## config.mk

```make
export PLATFORM = sky130hd
export DESIGN_NAME = serial_frame_receiver
export DESIGN_NICKNAME = d
export VERILOG_FILES = /design/src/rtl/serial_frame_receiver.sv
export SDC_FILE = /design/constraint.sdc
export NUM_CORES = 1
export LEC_CHECK = 0
export BUFFER_PORTS_ARGS = -buffer_cell sky130_fd_sc_hd__buf_2
export CAP_MARGIN = 15
export CORE_MARGIN = 2
export CORE_UTILIZATION = 47
export DETAILED_ROUTE_END_ITERATION = 6
export GPL_TIMING_DRIVEN = 0
export PLACE_DENSITY = 0.76
export REMOVE_ABC_BUFFERS = 1
export SLEW_MARGIN = 20
export SYNTH_ARGS = -nofsm -noshare
export SYNTH_HDL_FRONTEND = slang
export SYNTH_SLANG_ARGS = --single-unit
```

## constraint.sdc

```tcl
create_clock -name clk -period 1.5 [get_ports clk]
set_input_delay 0.15 -clock clk [delete_from_list [all_inputs] [get_ports clk]]
set_output_delay 0.15 -clock clk [all_outputs]
set_load 0.05 [all_outputs]
```

## src/rtl/serial_frame_receiver.sv

```systemverilog
// Framed serial-to-parallel receiver: start, N data bits MSB-first, parity, stop(0); word shown 1 cycle after stop sample.
// Backpressure: one holding register on valid/ready; a good word arriving while it is full and not draining is dropped with an overrun pulse.
module serial_frame_receiver #(
  parameter int N           = 4,
  parameter bit PARITY_EVEN = 1'b1
) (
  input  logic         clk,
  input  logic         clear_n,
  input  logic         in,
  input  logic         bit_en,
  output logic [N-1:0] data_out,
  output logic         out_valid,
  input  logic         out_ready,
  output logic         parity_err,
  output logic         frame_err,
  output logic         overrun
);

  localparam int CW = (N > 1) ? $clog2(N) : 1;

  typedef enum logic [1:0] {
    S_IDLE,
    S_DATA,
    S_PARITY,
    S_STOP
  } state_t;

  state_t         r_state;
  state_t         w_state_nxt;
  logic [CW-1:0]  r_cnt;
  logic [N-1:0]   r_sreg;
  logic           r_par;
  logic [N-1:0]   r_data;
  logic           r_valid;
  logic           r_perr;
  logic           r_ferr;
  logic           r_ovr;

  logic           w_stop_eval;
  logic           w_perr;
  logic           w_ferr;
  logic           w_good;
  logic           w_load;
  logic           w_ovr;

  always_comb begin
    w_state_nxt = r_state;
    w_stop_eval = 1'b0;
    case (r_state)
      S_IDLE:   if (bit_en && in) w_state_nxt = S_DATA;
      S_DATA:   if (bit_en && (r_cnt == CW'(N - 1))) w_state_nxt = S_PARITY;
      S_PARITY: if (bit_en) w_state_nxt = S_STOP;
      S_STOP: begin
        if (bit_en) begin
          w_state_nxt = S_IDLE;
          w_stop_eval = 1'b1;
        end
      end
      default:  w_state_nxt = S_IDLE;
    endcase
  end

  // Parity is a mismatch when the XOR over data and parity bit differs from the selected sense.
  assign w_perr = (^{r_sreg, r_par}) ^ ~PARITY_EVEN;
  assign w_ferr = in;
  assign w_good = w_stop_eval & ~w_perr & ~w_ferr;
  assign w_load = w_good & (~r_valid | out_ready);
  assign w_ovr  = w_good & r_valid & ~out_ready;

  always_ff @(posedge clk) begin
    if (!clear_n) begin
      r_state <= S_IDLE;
      r_cnt   <= '0;
      r_sreg  <= '0;
      r_par   <= 1'b0;
      r_data  <= '0;
      r_valid <= 1'b0;
      r_perr  <= 1'b0;
      r_ferr  <= 1'b0;
      r_ovr   <= 1'b0;
    end else begin
      r_state <= w_state_nxt;
      r_perr  <= w_stop_eval & w_perr;
      r_ferr  <= w_stop_eval & w_ferr;
      r_ovr   <= w_ovr;
      if (bit_en) begin
        case (r_state)
          S_IDLE:   if (in) r_cnt <= '0;
          S_DATA: begin
            r_sreg <= {r_sreg[N-2:0], in};
            r_cnt  <= r_cnt + 1'b1;
          end
          S_PARITY: r_par <= in;
          default:  ;
        endcase
      end
      if (w_load) begin
        r_data  <= r_sreg;
        r_valid <= 1'b1;
      end else if (r_valid && out_ready) begin
        r_valid <= 1'b0;
      end
    end
  end

  assign data_out   = r_data;
  assign out_valid  = r_valid;
  assign parity_err = r_perr;
  assign frame_err  = r_ferr;
  assign overrun    = r_ovr;

endmodule

```

==> impl_metrics.toml <==
[status]
status = "complete, but fails checks"
violations = "setup timing"

[global_route]
grt_max_degree = 13
grt.total_usage_pct = 15.2
top_usage_layer = "met2"
grt.overflow.total = 0
grtUsageMet1_pct = 17.7
antenna_found_initial = 0
grt_pass1_wl_mm = 2.24
grt_pass1_vias = 565
grtUsageMet3_pct = 6.00
use_met2_pct = 25.1

[floorplanning]
core_mm2 = 0.00156
fp-row-count = 14
die_h_um = 45.3
initial_core_util_pct = 51.4
dieArea_mm2 = 0.00205
die_w_um = 45.3
io-pin-count = 13

[synth]
avgSynthCellArea_um2 = 9.31
synth.distinct_cells = 24
yosys.area.top_type = "dfxtp_1"
synth_warnings = 0
ys_top_cells_by_area = "dfxtp_1 43%, ha_1 9.4%, nand2_1 8.0%"
ys_seq_area_share_pct = 42.5
synthCells = 86
synth_top_area_share_pct = 42.5
synthesis.area_um2 = 801
synth-seq-cells = 17

[placement]
hpwl_um = 993
portBuffers = 12
dpl-instance-area_um2 = 870
gp_congestion = 0.761
post-place-cells = 111

[cells_and_area]
fin_area_um2 = 968
drive_gt1_share_pct = 30.4
syn2layout_area_growth_pct = 20.9
antenna_cells = 0
num-fill-cells = 128
mostFrequentLayoutCells = "17 x nand2_1, 13 x dfxtp_1, 12 x buf_2, 7 x a21oi_1, 6 x nand3_1"
final_cells = 118
final_nets = 114
final_common_cell = "nand2_1"

[sta]
worst_pin_slew_ns = 0.290
final-setup-viol-count = 4
finalMaxSlewViolations = 0
fin_crit_sh_pct = 106
max_clock_freq_ghz = 0.626
hold_viol = 0
min_period_ns = 1.60
setup_slack_ns = -0.0967
skew_ns = 0.00456
rsz0062_at_grt = "true"
slew_headroom_pct = 80.5
hold_slack_ns = 0.161

[worst_setup_path]
cp_max_fo = 4
crit_type = "reg -> reg"
cp-start-kind = "flip-flop"
required_ns = 1.72
cp.arrival_ns = 1.82
end_kind = "flip-flop"

[clock_tree]
clockBufferDepth = 2
cts-hold-fix-buffers = 0
cts_tree = "built"
cts.sinks = 17
h-tree-depth = 1
cts_buffers = 3
cts_root_buffer = "clkbuf_4"
clk_latency_ns = 0.29
cts.clk_slew.worst_paths_ns = 0.09

[routing]
ant_nets = 0
via_per_inst = 5.40
dr.pass1.iters = 4
drc_errors = 0
routed_wire_length_per_instance_um = 12.1
wirelength_mm = 1.43
drt_iter0_markers = 12
num_vias = 637

[pwr]
cellLeakagePower_uw = 0.000386
ir_drop_uv = 798
power_uw = 1200
cellPowerDensity_mw_per_mm2 = 1240

[worst_hold_path]
hold_path.class = "in -> reg"

[run]
drv_cap = 0
[critical path: stages (launching register included)]
cell	delay, ns
dfxtp_2	0.34
xnor3_2	0.46
xnor2_4	0.16
nor4b_4	0.20
buf_4	0.18
mux2i_1	0.19
[cell usage after synthesis]
cell type and count:
nor4_1 2, ha_1 6, nor3b_1 1, clkbuf_1 3
nand2_1 17, a211oi_1 1, o211ai_1 1, nor2_1 3
xor2_2 1, or3_1 1, a21oi_1 8, nand4_1 1
mux2i_1 5, nor4b_4 1, dfxtp_1 17, nor3_1 1
inv_1 3, nand3_1 6, nor2b_1 1, clkinv_1 1
a31oi_1 1, xnor3_2 1, xnor2_2 1, nand2b_1 3
[timing repair]
item	in CTS	in global routing
resized for setup	4	7
pin swaps	5	1
buffers inserted	2	1
cloned	0	0
endpoints found under the setup margin	7	8
[flip-flops by register name (all words and copies together) (netlist names)]
| name | cells |
|---|---|
| data_out | 4 |
| r_sreg | 4 |
| r_cnt | 2 |
| r_state | 2 |
| frame_err | 1 |
| out_valid | 1 |
| overrun | 1 |
| parity_err | 1 |
| r_par | 1 |
[path summary, 6_finish.rpt]
path,cells after the start,slack (ns),endpoint,start
worst max-delay path,5,-0.1,data_out[0],r_par
worst min-delay path,2,0.16,overrun,in
worst max register to register,5,-0.1,data_out[0],r_par
worst min register to register,2,0.46,data_out[2],data_out[2]
[where the power goes]
part | internal, µW | switching, µW
clock network | 103 | 136
registers | 495 | 35.0
logic | 185 | 243
total | 783 | 414
[area by class of cell]
class / count / area [µm²] / share of cell area, %
Timing Repair Buffer: 15 / 82.6 / 8.53
Sequential cell: 17 / 345 / 35.7
Multi-Input combinational cell: 62 / 479 / 49.5
Clock buffer: 4 / 26.3 / 2.71
Tap cell: 16 / 20.0 / 2.07
Inverter: 4 / 15.0 / 1.55
[logic make-up after synthesis]
group / count (synthesis) / synth area share, %
compound gates: 11 / 7.66
xor+xnor: 3 / 7.03
fa+ha+maj: 6 / 9.37
buf+inv: 7 / 3.28
flops: 17 / 42.5
mux: 5 / 6.25
simple gates: 37 / 23.9
[per-stage QoR]
stage | setup TNS, ns | util [%] | setup slack (ns)
5_1_grt | -0.691 | 62.1 | -0.140
2_1_floorplan | -0.486 | - | -0.121
3_5_place_dp | -1.28 | 55.8 | -0.283
3_3_place_gp | -0.990 | 55.8 | -0.240
6_report | -0.339 | 62.1 | -0.0967
4_1_cts | -0.345 | 59.5 | -0.103
[routing by layer]
metal	share of wire, %	wire, µm	vias to the layer above
li1	-	-	324
met1	47	669	293
met2	47	677	18
met3	4.9	70	2
met4	0.77	11	0
met5	0	0	-
Note: power is estimated with default switching activity, not from simulation.
